**config.mk**
```make
export PLATFORM = sky130hd
export DESIGN_NAME = muldiv_unit
export DESIGN_NICKNAME = d
export VERILOG_FILES = /design/src/rtl/muldiv_pkg.sv /design/src/rtl/muldiv_unit.sv
export SDC_FILE = /design/constraint.sdc
export NUM_CORES = 1
export LEC_CHECK = 0
export BUFFER_PORTS_ARGS = -buffer_cell sky130_fd_sc_hd__buf_4
export CAP_MARGIN = 20
export CORE_MARGIN = 5
export CORE_UTILIZATION = 51
export CTS_CLUSTER_DIAMETER = 40
export DETAILED_ROUTE_END_ITERATION = 8
export HOLD_SLACK_MARGIN = 0.08
export PLACE_DENSITY = 0.71
export SYNTH_ARGS = -nofsm -noshare
export SYNTH_HDL_FRONTEND = slang
export SYNTH_SLANG_ARGS = --single-unit
export TNS_END_PERCENT = 20
```
**constraint.sdc**
```tcl
create_clock -name clk -period 6.4 [get_ports clk]
set_clock_uncertainty 0.15 [all_clocks]
set_input_delay 0.32 -clock clk [delete_from_list [all_inputs] [get_ports clk]]
set_output_delay 0.32 -clock clk [all_outputs]
set_load 0.01 [all_outputs]
```
**src/rtl/muldiv_pkg.sv**
```systemverilog
// Shared encodings for the iterative multiply/divide unit and its HI/LO pair.
// Operation codes match the two-bit op field driven by the control decoder.
package muldiv_pkg;

    typedef enum logic [1:0] {
        OP_MULT  = 2'd0,
        OP_MULTU = 2'd1,
        OP_DIV   = 2'd2,
        OP_DIVU  = 2'd3
    } op_e;

    typedef enum logic [1:0] {
        S_IDLE = 2'd0,
        S_RUN  = 2'd1,
        S_FIX  = 2'd2
    } state_e;

    // Widest supported datapath; users take the low WIDTH bits.
    localparam int MAX_W = 64;

    // Quotient returned on divide by zero.
    localparam logic [MAX_W-1:0] DIV0_LO = '1;

    function automatic logic op_is_signed(input logic [1:0] op);
        return (op == OP_MULT) || (op == OP_DIV);
    endfunction

    function automatic logic op_is_div(input logic [1:0] op);
        return (op == OP_DIV) || (op == OP_DIVU);
    endfunction

endpackage

```
**src/rtl/muldiv_unit.sv**
```systemverilog
// Iterative multiply/divide unit owning HI/LO: one shift-add or restoring
// divide step per clock, sign correction in a final cycle, MTHI/MTLO writes.
module muldiv_unit
    import muldiv_pkg::*;
#(
    parameter int WIDTH = 32,
    localparam int CNT_W = $clog2(WIDTH) + 1
) (
    input  logic             clk,
    input  logic             reset,
    input  logic             start,
    input  logic [1:0]       op,
    input  logic [WIDTH-1:0] a,
    input  logic [WIDTH-1:0] b,
    input  logic             mthi,
    input  logic             mtlo,
    input  logic [WIDTH-1:0] wdata,
    output logic             busy,
    output logic             done,
    output logic [WIDTH-1:0] hi,
    output logic [WIDTH-1:0] lo
);

    // Handshake: start is taken on a rising edge only while busy=0 (IDLE);
    // busy stays high until the result edge, and done pulses for the one
    // cycle after it, during which a new start is already accepted.

    state_e state, state_d;

    logic [CNT_W-1:0] cnt;
    logic             is_div_q;
    logic             neg_q;
    logic             neg_r;
    logic             div0_q;
    logic [WIDTH-1:0] dvsr_q;
    logic [WIDTH-1:0] acc_hi;
    logic [WIDTH-1:0] acc_lo;
    logic [WIDTH-1:0] hi_q;
    logic [WIDTH-1:0] lo_q;
    logic             done_q;

    logic             load;
    logic             signed_in;
    logic             is_div_in;
    logic [WIDTH-1:0] abs_a;
    logic [WIDTH-1:0] abs_b;

    assign load      = (state == S_IDLE) && start;
    assign signed_in = op_is_signed(op);
    assign is_div_in = op_is_div(op);
    assign abs_a     = (signed_in && a[WIDTH-1]) ? -a : a;
    assign abs_b     = (signed_in && b[WIDTH-1]) ? -b : b;

    // Shared adder: adds the multiplicand for MUL, subtracts the divisor for DIV.
    logic [WIDTH:0]   opnd_x;
    logic [WIDTH:0]   opnd_y;
    logic             cin;
    logic [WIDTH+1:0] sum_full;
    logic             no_borrow;
    logic [WIDTH-1:0] acc_hi_n;
    logic [WIDTH-1:0] acc_lo_n;

    always_comb begin
        opnd_x = '0;
        opnd_y = '0;
        cin    = 1'b0;
        if (is_div_q) begin
            opnd_x = {acc_hi, acc_lo[WIDTH-1]};
            opnd_y = ~{1'b0, dvsr_q};
            cin    = 1'b1;
        end else begin
            opnd_x = {1'b0, acc_hi};
            opnd_y = acc_lo[0] ? {1'b0, dvsr_q} : '0;
        end
    end

    assign sum_full  = {1'b0, opnd_x} + {1'b0, opnd_y} + {{(WIDTH+1){1'b0}}, cin};
    assign no_borrow = sum_full[WIDTH+1];

    always_comb begin
        acc_hi_n = acc_hi;
        acc_lo_n = acc_lo;
        if (is_div_q) begin
            acc_hi_n = no_borrow ? sum_full[WIDTH-1:0] : opnd_x[WIDTH-1:0];
            acc_lo_n = {acc_lo[WIDTH-2:0], no_borrow};
        end else begin
            acc_hi_n = sum_full[WIDTH:1];
            acc_lo_n = {sum_full[0], acc_lo[WIDTH-1:1]};
        end
    end

    // Sign correction applied on the FIX edge.
    logic [2*WIDTH-1:0] prod;
    logic [2*WIDTH-1:0] prod_s;
    logic [WIDTH-1:0]   quo;
    logic [WIDTH-1:0]   rem;
    logic [WIDTH-1:0]   fix_hi;
    logic [WIDTH-1:0]   fix_lo;

    assign prod   = {acc_hi, acc_lo};
    assign prod_s = neg_q ? -prod : prod;
    assign quo    = div0_q ? DIV0_LO[WIDTH-1:0] : (neg_q ? -acc_lo : acc_lo);
    assign rem    = neg_r ? -acc_hi : acc_hi;
    assign fix_hi = is_div_q ? rem : prod_s[2*WIDTH-1:WIDTH];
    assign fix_lo = is_div_q ? quo : prod_s[WIDTH-1:0];

    always_ff @(posedge clk or posedge reset) begin
        if (reset) begin
            state <= S_IDLE;
        end else begin
            state <= state_d;
        end
    end

    always_comb begin
        state_d = state;
        case (state)
            S_IDLE:  if (start) state_d = S_RUN;
            S_RUN:   if (cnt == CNT_W'(1)) state_d = S_FIX;
            S_FIX:   state_d = S_IDLE;
            default: state_d = S_IDLE;
        endcase
    end

    always_ff @(posedge clk or posedge reset) begin
        if (reset) begin
            cnt      <= '0;
            is_div_q <= 1'b0;
            neg_q    <= 1'b0;
            neg_r    <= 1'b0;
            div0_q   <= 1'b0;
            dvsr_q   <= '0;
            acc_hi   <= '0;
            acc_lo   <= '0;
        end else if (load) begin
            cnt      <= CNT_W'(WIDTH);
            is_div_q <= is_div_in;
            neg_q    <= signed_in && (a[WIDTH-1] ^ b[WIDTH-1]);
            neg_r    <= (op == OP_DIV) && a[WIDTH-1];
            div0_q   <= is_div_in && (b == '0);
            dvsr_q   <= is_div_in ? abs_b : abs_a;
            acc_hi   <= '0;
            acc_lo   <= is_div_in ? abs_a : abs_b;
        end else if (state == S_RUN) begin
            cnt      <= cnt - CNT_W'(1);
            acc_hi   <= acc_hi_n;
            acc_lo   <= acc_lo_n;
        end
    end

    // HI/LO only change on the FIX edge or on an idle MTHI/MTLO.
    always_ff @(posedge clk or posedge reset) begin
        if (reset) begin
            hi_q   <= '0;
            lo_q   <= '0;
            done_q <= 1'b0;
        end else begin
            done_q <= (state == S_FIX);
            if (state == S_FIX) begin
                hi_q <= fix_hi;
                lo_q <= fix_lo;
            end else if ((state == S_IDLE) && !start) begin
                if (mthi) hi_q <= wdata;
                if (mtlo) lo_q <= wdata;
            end
        end
    end

    assign busy = (state != S_IDLE);
    assign done = done_q;
    assign hi   = hi_q;
    assign lo   = lo_q;

endmodule

```
==> results of run 1 <==
## power groups by stage
| stage | Sequential, W | Combinational, W | Clock, W |
|---|---|---|---|
| 6_report | 0.00240 | 0.00626 | 0.00105 |
| 5_1_grt | 0.00247 | 0.00694 | 0.00110 |
| 4_1_cts | 0.00237 | 0.00617 | 0.00106 |
| 3_5_place_dp | 0.00239 | 0.00612 | 0 |
| 3_3_place_gp | 0.00238 | 0.00601 | 0 |
| 2_1_floorplan | 0.00213 | 0.00459 | 0 |
## kinds of logic (layout without fill, tap and decap cells)
logic type / after synthesis / count (layout)
AOI/OAI and AO/OA: 590 / 590
adders and majority gates: 40 / 40
DFF: 173 / 173
buffers and inverters: 157 / 278
muxes: 101 / 101
xor gates and xnor gates: 142 / 142
and+or+nand+nor: 502 / 502
## through the flow
stage,setup slack [ns],power [W],util (%),std cells
floorplan,1.24,0.00672,-,1705
global placement,1.81,0.00838,56.2,2100
detailed placement,1.70,0.00851,56.2,2100
CTS,1.68,0.00959,59.6,2164
global route,1.25,0.0105,59.8,2167
finish,1.64,0.00972,59.8,2167
## cell usage in the layout (no fill, tap or decap), types with 6 or more instances in the layout
master and count:
inv_1 25, nand4b_1 6, xnor2_1 91, buf_4 185
dfrtp_1 172, o21bai_1 6, o31ai_1 25, nand2b_1 16
and3_1 23, a21oi_1 154, o41ai_1 13, a21o_1 20
o211ai_1 6, mux2i_1 32, a22oi_1 6, nor3_1 24
a31oi_1 10, o22ai_1 65, nand4_1 11, o221ai_1 21
or4_1 17, dlygate4sd3_1 32, mux2_2 69, or3_1 17
nor2_1 128, and2_1 6, nor4_1 15, nor2b_1 14
clkbuf_16 17, a211oi_1 14, nand2_1 188, nand3_1 17
ha_1 38, o21ai_0 207, inv_8 6, xor2_1 51
o22a_1 6
## synth_stat cells, types with 24 or more instances
master      n
o31ai_1    25
ha_1       38
nor2_1    128
nor3_1     24
clkbuf_1  113
a21oi_1   154
mux2_2     69
xnor2_1    91
o22ai_1    65
o21ai_0   207
nand2_1   189
inv_1      26
mux2i_1    32
xor2_1     51
dfrtp_1   173
## sequential cells by signal, summed over array words and instances (netlist names)
name	flops
neg_q	1
acc_hi	32
done	1
hi	32
acc_lo	32
dvsr_q	32
neg_r	1
cnt	6
is_div_q	1
state	2
lo	32
div0_q	1
## layer usage
| layer | GRT usage (%) | up-vias |
|---|---|---|
| met5 | 0 | - |
| met4 | 8.74 | 0 |
| met3 | 4.12 | 69 |
| met2 | 43.4 | 581 |
| met1 | 42.8 | 6383 |
| li1 | - | 6438 |
## worst max-delay path: stages (launching register included)
cell and delay, ns:
dfrtp_4 0.73, buf_4 0.65, o21ai_0 0.32, fa_1 0.51, a21o_1 0.22, a22o_1 0.21, o211ai_1 0.47, o221ai_1 0.27
a221oi_1 0.52, xnor2_1 0.22, o22ai_1 0.13, o31ai_1 0.25
## final cells by class
cell class / count / share of cell area, %
clock buffers: 17 / 2.66
clock inverters: 15 / 1.03
inverters: 27 / 0.665
multi-input cells: 1375 / 54.9
flip-flops and latches: 173 / 27.1
well taps: 341 / 2.67
repair buffers: 219 / 11.0
## how the worst max path moves through the flow
stage,from,endpoint,slack [ns],cells past startpoint
floorplan,reset,acc_hi[0],1.24,1
global placement,is_div_q,acc_hi[27],1.81,13
detailed placement,is_div_q,acc_hi[27],1.70,11
CTS,is_div_q,acc_hi[27],1.68,11
global route,is_div_q,acc_hi[27],1.25,11
finish,is_div_q,acc_hi[27],1.64,11
## what timing repair did
action / CTS / global route
endpoints found under the hold margin: 75 / 0
hold buffers: 32 / 0
setup buffers: 0 / 0
==> out/metrics.yaml, run 1 <==
outcome: "finished, final reports clean"
io_pins: 169
fill_cells: 2450
synth_ff_type: "dfrtp_1"
synthMuxAreaShare_pct: 8.02
maxSlewViolCount: 0
ys_ff_latch: 173
cts_buffers: 17
yosys.area_share.simple_pct: 17.3
hold_start: "wdata[7]"
clockBufferDepth: 2
finalNetCount: 1956
seqPwrFrac_pct: 24.7
maxCapViolations: 0
met3_length_um: 3280
grt_antenna_before_repair: 0
track_usage_pct: 28.7
port_buffers: 168
ys_seq_area_share_pct: 31.6
synth_xor_xnor_area_share_pct: 9.09
synth_edf_count: 0
fin_tns_setup_ns: 0
synth_nets: 1848
die_w_um: 174
met2_length_um: 19200
synth_top_family_by_area: "compound AO/OA/AOI/OAI gates"
syn-instance-count: 1705
drive_above_1_share_pct: 16.9
ant_nets: 0
holdPathStages: 3
viasPerCell: 6.22
powerDensity_nw_per_um2: 608
yosys.area_share.adder_pct: 3.77
drt-wirelength-per-cell_um: 20.5
rsz0062_at_grt: "no"
first_pass_iters: 6
ctsResizeCount: 0
worstHoldPathType: "in -> reg"
worstMarginPinSlew_ns: 1.03
yosys_warnings: 0
clk_latency_ns: 0.45
multi_input_area_um2: 8780
total_leakage_power_nw: 6.76
clock.fmax_ghz: 0.210
rr_worst_depth: 11
synth_area_leaders: "dfrtp_1 32%, o21ai_0 7.6%, xnor2_1 5.8%, mux2_2 5.7%, a21oi_1 5.6%"
ctsRootBufferMaster: "clkbuf_16"
syn_to_final_growth_pct: 16.8
whs_ns: 0.0867
rows: 60
regToRegSetupSlack_ns: 1.64
cp.arrival_ns: 4.95
cts_max_level: 4
place_hpwl_um: 33900
dieArea_um2: 30200
synth_top_area_share_pct: 31.6
dr_total_vias: 13471
combPwrFrac_pct: 64.5
reg2reg_from: "is_div_q"
start_util_pct: 51.2
synth.distinct_cells: 67
diodes: 0
clock_power_share_pct: 10.8
grt_pass1_vias: 12336
fin_crit_sh_pct: 74.4
path_max_fanout: 68
clk_pin_slew_ns: 0.09
gr-total-overflow: 0
r2r-end: "acc_hi[27]"
gp_congestion: 0.974
wl_um: 44500
end_kind: "flip-flop"
core_um2: 26700
switching_power_w: 0.00481
die_h_um: 174
period_needed_ns: 4.76
min_to: "lo[7]"
hold_violations: 0
start_kind: "flip-flop"
place_area_um2: 15000
routed.top_layer: "met4"
grt_max_degree: 101
register_area_um2: 4330
drc: 0
drt_iter0_drc: 1757
fin_area_um2: 16000
sw_frac_of_total_pct: 49.5
grt_pass1_wl_um: 70100
slew_headroom_pct: 31.0
wl_met1_um: 20700
setup_viol: 0
syn_area_um2: 13700
async_reset_ff_share_pct: 100
syn-mean-instance-area_um2: 8.03
cts_tree: "done"
peakVddDrop_uv: 272
synth_compound_area_share_pct: 25.8
p_int_w: 0.00491
cts_num_sinks: 173
synth_area_leader_cell: "dfrtp_1"
critical_path_class: "reg -> reg"
worstPathRequired_ns: 6.59
(Power assumes the default switching activity.)
==> run 2, diff against run 1 <==
==> constraint.sdc (replaced) <==
create_clock -name clk -period 5 [get_ports clk]
set_clock_uncertainty 0.15 [all_clocks]
set_input_delay 0.25 -clock clk [delete_from_list [all_inputs] [get_ports clk]]
set_output_delay 0.25 -clock clk [all_outputs]
set_load 0.01 [all_outputs]
==> run 2 against run 1 <==
Setup slack worse by 1.2 ns. Sequential cell count unchanged. Register-to-register slack worse by 1.2 ns. Via count up 1.3%. Critical endpoint unchanged. Non-clock buffer count up 12. Worst hold slack better by 0.016 ns. Critical path depth unchanged. First-iteration DRC count up 7.1%. Clock-buffer cell count up 1.
==> out/metrics.yaml, run 2 (synthesis gave the netlist of run 1 again) <==
outcome: "finished, final reports clean"
cts_buffers: 17  # unchanged
cts_max_level: 4  # unchanged
grt_pass1_wl_um: 70600  # +0.67%
start_kind: "flip-flop"
total_leakage_power_nw: 6.82  # +0.88%
worstHoldPathType: "in -> reg"
reg2reg_from: "is_div_q"
place_hpwl_um: 34100  # +0.80%
track_usage_pct: 29.0  # +0.25 points
worstPathRequired_ns: 5.20  # -1.39 ns
grt_antenna_before_repair: 0  # unchanged
fin_crit_sh_pct: 91.2  # +17 points
viasPerCell: 6.26  # +0.69%
port_buffers: 168  # unchanged
min_to: "acc_lo[25]"
drt_iter0_drc: 1881  # +7.1%
first_pass_iters: 6  # unchanged
clockBufferDepth: 2  # unchanged
cts_setup_buffers: 0  # unchanged
regToRegSetupSlack_ns: 0.44  # -1.20 ns
hold_start: "a[25]"
io_pins: 169  # unchanged
period_needed_ns: 4.56  # -0.199 ns
p_total_w: 0.0126  # +30%
cts_num_sinks: 173  # unchanged
ctsRootBufferMaster: "clkbuf_16"
syn_to_final_growth_pct: 17.9
wl_um: 45200  # +1.6%
dr_total_vias: 13645  # +1.3%
drc: 0  # unchanged
drt-wirelength-per-cell_um: 20.7  # +0.97%
dieArea_um2: 30200  # unchanged
drive_above_1_share_pct: 17.0  # +0.053 points
gp_congestion: 0.987  # +1.3%
clock.fmax_ghz: 0.219  # +4.4%
end_kind: "flip-flop"
die_w_um: 174  # unchanged
cts_tree: "done"
gr-total-overflow: 0  # unchanged
slew_headroom_pct: 25.2  # -5.8 points
layout_commonest_cell: "o21ai_0"
worstMarginPinSlew_ns: 1.12  # +0.0867 ns
rows: 60  # unchanged
peakVddDrop_uv: 393  # +44%
holdPathStages: 4  # +1
clk_pin_slew_ns: 0.07  # -0.02 ns
critical_path_class: "reg -> reg"
ctsResizeCount: 0  # unchanged
maxCapViolations: 0  # unchanged
final_cell_mix: "207 x o21ai_0, 188 x nand2_1, 187 x buf_4"
rr_worst_depth: 11  # unchanged
powerDensity_nw_per_um2: 784  # +29%
hold_violations: 0  # unchanged
finalNetCount: 1968  # +0.61%
clk_latency_ns: 0.45  # about the same
ant_nets: 0  # unchanged
grt_pass1_vias: 12335  # -0.0081%
fill_cells: 2365  # -3.5%
rsz0062_at_grt: "no"
maxSlewViolCount: 0  # unchanged
path_max_fanout: 61  # -10%
ctsHoldBuffers: 41  # +28%
grt_max_degree: 112  # +11%
die_h_um: 174  # unchanged
start_util_pct: 51.2  # unchanged
cp.arrival_ns: 4.76  # -0.19 ns
setup_viol: 0  # unchanged
r2r-end: "acc_hi[27]"
fin_tns_setup_ns: 0  # unchanged
core_um2: 26700  # unchanged
run 2: cell types whose count changed in the layout (fill, tap and decap cells not counted), sizes merged, moves of 2 or more:
cell / delta
dlygate4sd3: +9
clkinv: -3
clkinvlp: +2
buf: +3
run 2: layer usage:
layer  track usage, %  vias up  share of wire (%)
li1                 -     6474                  -
met1             42.5     6431                 45
met2             43.6      673                 44
met3             5.13       67                8.5
met4             9.24        0                3.2
met5                0        -                  0
run 2: worst max-delay path by stage:
stage | slack, ns | to | startpoint
final | 0.44 | acc_hi[27] | is_div_q
after global placement | 0.69 | acc_hi[27] | is_div_q
after floorplan | 0.42 | acc_hi[31] | is_div_q
after CTS | 0.62 | acc_hi[27] | is_div_q
after detailed placement | 0.65 | acc_hi[27] | is_div_q
after global routing | 0.25 | acc_hi[27] | is_div_q
run 2: cell type report:
| class | instances | area (µm²) | area share, % |
|---|---|---|---|
| multi-input cells | 1375 | 8780 | 54.4 |
| flip-flops and latches | 173 | 4330 | 26.8 |
| repair buffers | 231 | 1890 | 11.7 |
| clock buffers | 18 | 439 | 2.72 |
| well taps | 341 | 427 | 2.64 |
| clock inverters | 14 | 163 | 1.01 |
| inverters | 27 | 105 | 0.651 |
| diodes | 1 | 2.50 | 0.0155 |
run 2: stage by stage:
step | instance area [µm²] | hold slack [ns] | utilization (%) | setup slack (ns) | std cells
CTS | 16100 | 0.0806 | 60.1 | 0.625 | 2176
finish | 16100 | 0.103 | 60.4 | 0.438 | 2180
global route | 16100 | 0.101 | 60.4 | 0.249 | 2179
floorplan | 13700 | 0.196 | - | 0.422 | 1705
detailed placement | 15100 | 0.319 | 56.4 | 0.654 | 2103
global placement | 15100 | 0.314 | 56.4 | 0.689 | 2103
run 2: worst max-delay path, stage by stage, from the launching register on:
cell and delay (ns):
dfrtp_4 0.80, buf_4 0.38, mux2_2 0.39, ha_1 0.38, a21oi_1 0.21, o21ai_0 0.21, a211oi_1 0.47, o221ai_1 0.29
a221oi_1 0.57, xnor2_1 0.23, o22ai_1 0.14, o31ai_1 0.24
run 2: power breakdown:
part           internal [W]  switching (W)
clock              0.000729       0.000656
sequential          0.00213       0.000951
combinational       0.00350        0.00468
total               0.00636        0.00629
==> run 3, diff against run 2 <==
--- a/config.mk
+++ b/config.mk
@@ -12,6 +12,7 @@
 export CTS_CLUSTER_DIAMETER = 40
 export DETAILED_ROUTE_END_ITERATION = 8
 export HOLD_SLACK_MARGIN = 0.08
+export MAX_ROUTING_LAYER = met4
 export PLACE_DENSITY = 0.71
 export SYNTH_ARGS = -nofsm -noshare
 export SYNTH_HDL_FRONTEND = slang
==> constraint.sdc (replaced) <==
create_clock -name clk -period 5 [get_ports clk]
set_clock_uncertainty 0.15 [all_clocks]
set_input_delay 1 -clock clk [delete_from_list [all_inputs] [get_ports clk]]
set_output_delay 1 -clock clk [all_outputs]
set_load 0.01 [all_outputs]
==> run 3 against run 2 <==
Register-to-register slack worse by 0.03 ns. Sequential share of layout area up 0.74 points. Clock power about the same. Combinational power down 0.9%. Core utilization down 1.6 points. Design area down 2.7%. Via count down 1.4%. Critical path type unchanged. Critical path depth unchanged.
==> out/metrics.yaml, run 3 (synthesis gave the netlist of run 1 again) <==
outcome: "finished, final reports clean"
seqPwrFrac_pct: 24.2  # about the same
setup_viol: 0  # unchanged
fin_util_pct: 58.8  # -1.6 points
dieArea_um2: 30200  # unchanged
clock_power_share_pct: 11.0  # about the same
worstHoldPathType: "reg -> reg"
place_hpwl_um: 33800  # -0.96%
clk_latency_ns: 0.44  # about the same
maxCapViolations: 0  # unchanged
grt_max_degree: 101  # -9.8%
critical_path_class: "reg -> reg"
regToRegSetupSlack_ns: 0.41  # -0.03 ns
reg2reg_from: "is_div_q"
cp.arrival_ns: 4.75  # about the same
slew_headroom_pct: 28.7  # +3.5 points
period_needed_ns: 4.59  # +0.0293 ns
drt_iter0_drc: 1856  # -1.3%
drt-wirelength-per-cell_um: 20.7  # -0.43%
wl_um: 44100  # -2.4%
first_pass_iters: 5  # -1
path_max_fanout: 81  # +33%
rsz0062_at_grt: "no"
die_w_um: 174  # unchanged
hold_violations: 0  # unchanged
rr_worst_depth: 11  # unchanged
clockBufferDepth: 2  # unchanged
fin_tns_setup_ns: 0  # unchanged
total_leakage_power_nw: 6.64  # -2.7%
crit_start: "is_div_q"
fin_crit_sh_pct: 91.8  # +0.59 points
cts_setup_buffers: 0  # unchanged
gp_congestion: 1.01  # +2.0%
sw_frac_of_total_pct: 49.5  # -0.17 points
cts_buffers: 17  # unchanged
worstMarginPinSlew_ns: 1.07  # -0.0517 ns
ctsResizeCount: 0  # unchanged
viasPerCell: 6.30  # +0.63%
worstPathRequired_ns: 5.16  # -0.04 ns
peakVddDrop_uv: 330  # -16%
register_area_um2: 4330  # unchanged
powerDensity_nw_per_um2: 799  # +1.9%
holdPathStages: 2  # -2
grt_pass1_wl_um: 69400  # -1.6%
start_kind: "flip-flop"
start_util_pct: 51.2  # unchanged
port_buffers: 168  # unchanged
clk_pin_slew_ns: 0.07  # about the same
combPwrFrac_pct: 64.7  # about the same
io_pins: 169  # unchanged
cts_num_sinks: 173  # unchanged
layout_commonest_cell: "o21ai_0"
drive_above_1_share_pct: 17.3  # +0.30 points
ctsRootBufferMaster: "clkbuf_16"
crit_path_end: "acc_hi[31]"
ant_nets: 0  # unchanged
clock.fmax_ghz: 0.218  # -0.64%
gr-total-overflow: 0  # unchanged
fill_cells: 2455  # +3.8%
drc: 0  # unchanged
switching_power_w: 0.00622  # -1.1%
final_cell_mix: "207 x o21ai_0, 188 x nand2_1, 185 x buf_4"
r2r-end: "acc_hi[31]"
cts_max_level: 4  # unchanged
p_int_w: 0.00633  # -0.44%
grt_antenna_before_repair: 0  # unchanged
ctsHoldBuffers: 0  # -100%
end_kind: "flip-flop"
dr_total_vias: 13454  # -1.4%
track_usage_pct: 29.2  # +0.20 points
core_um2: 26700  # unchanged
die_h_um: 174  # unchanged
cts_tree: "done"
diodes: 0  # -1
maxSlewViolCount: 0  # unchanged
rows: 60  # unchanged
finalNetCount: 1925  # -2.2%
multi_input_area_um2: 8780  # unchanged
syn_to_final_growth_pct: 14.8
grt_pass1_vias: 12423  # +0.71%
run 3: cell types whose count changed in the layout (fill, tap and decap cells not counted), sizes merged:
| cell | change |
|---|---|
| diode | -1 |
| inv | -3 |
| buf | -2 |
| dlygate4sd3 | -41 |
| clkinv | +3 |
run 3: how the worst min path moves through the flow:
| stage | start | endpoint | slack [ns] |
|---|---|---|---|
| floorplan | dvsr_q[19] | dvsr_q[19] | 0.30 |
| global placement | dvsr_q[27] | dvsr_q[27] | 0.31 |
| detailed placement | dvsr_q[27] | dvsr_q[27] | 0.32 |
| CTS | dvsr_q[27] | dvsr_q[27] | 0.34 |
| global route | lo[8] | lo[8] | 0.37 |
| finish | lo[18] | lo[18] | 0.33 |
run 3: stage by stage:
step | total power, W | std cells | cell area [µm²] | hold WS [ns] | worst slack [ns]
after floorplan | 0.00860 | 1705 | 13700 | 0.298 | 0.422
after global placement | 0.0108 | 2102 | 15100 | 0.313 | 0.684
after detailed placement | 0.0109 | 2102 | 15100 | 0.317 | 0.534
after CTS | 0.0124 | 2134 | 15700 | 0.336 | 0.477
after global routing | 0.0135 | 2136 | 15700 | 0.366 | 0.0517
final | 0.0126 | 2136 | 15700 | 0.335 | 0.409
run 3: power by group through the flow:
stage	Combinational [W]	Clock [W]	Sequential, W
CTS	0.00797	0.00139	0.00301
global placement	0.00778	0	0.00300
global route	0.00892	0.00145	0.00314
detailed placement	0.00791	0	0.00303
finish	0.00812	0.00138	0.00304
floorplan	0.00588	0	0.00272
run 3: critical path, stage by stage (launching register included):
cell      delay (ns)
dfrtp_4         0.71
buf_12          0.36
mux2_2          0.40
ha_1            0.39
a211oi_1        0.43
o21ai_0         0.17
o211ai_1        0.51
o221ai_1        0.28
a221oi_1        0.50
o21ai_0         0.18
a211oi_1        0.26
o31ai_1         0.11
run 3: final cells by class:
type | count | share of cell area [%]
clock buffer | 18 | 2.80
multi-input combinational | 1375 | 55.9
inverter | 27 | 0.669
timing repair buffer | 188 | 9.22
sequential | 173 | 27.6
tap | 341 | 2.72
clock inverter | 14 | 1.12
run 3: metal layers:
layer,up-vias,global-route usage (%),part of all wire [%]
li1,6376,-,-
met1,6335,41.1,45
met2,658,43.0,44
met3,85,4.86,8.3
met4,0,9.50,3.4
met5,-,-,0
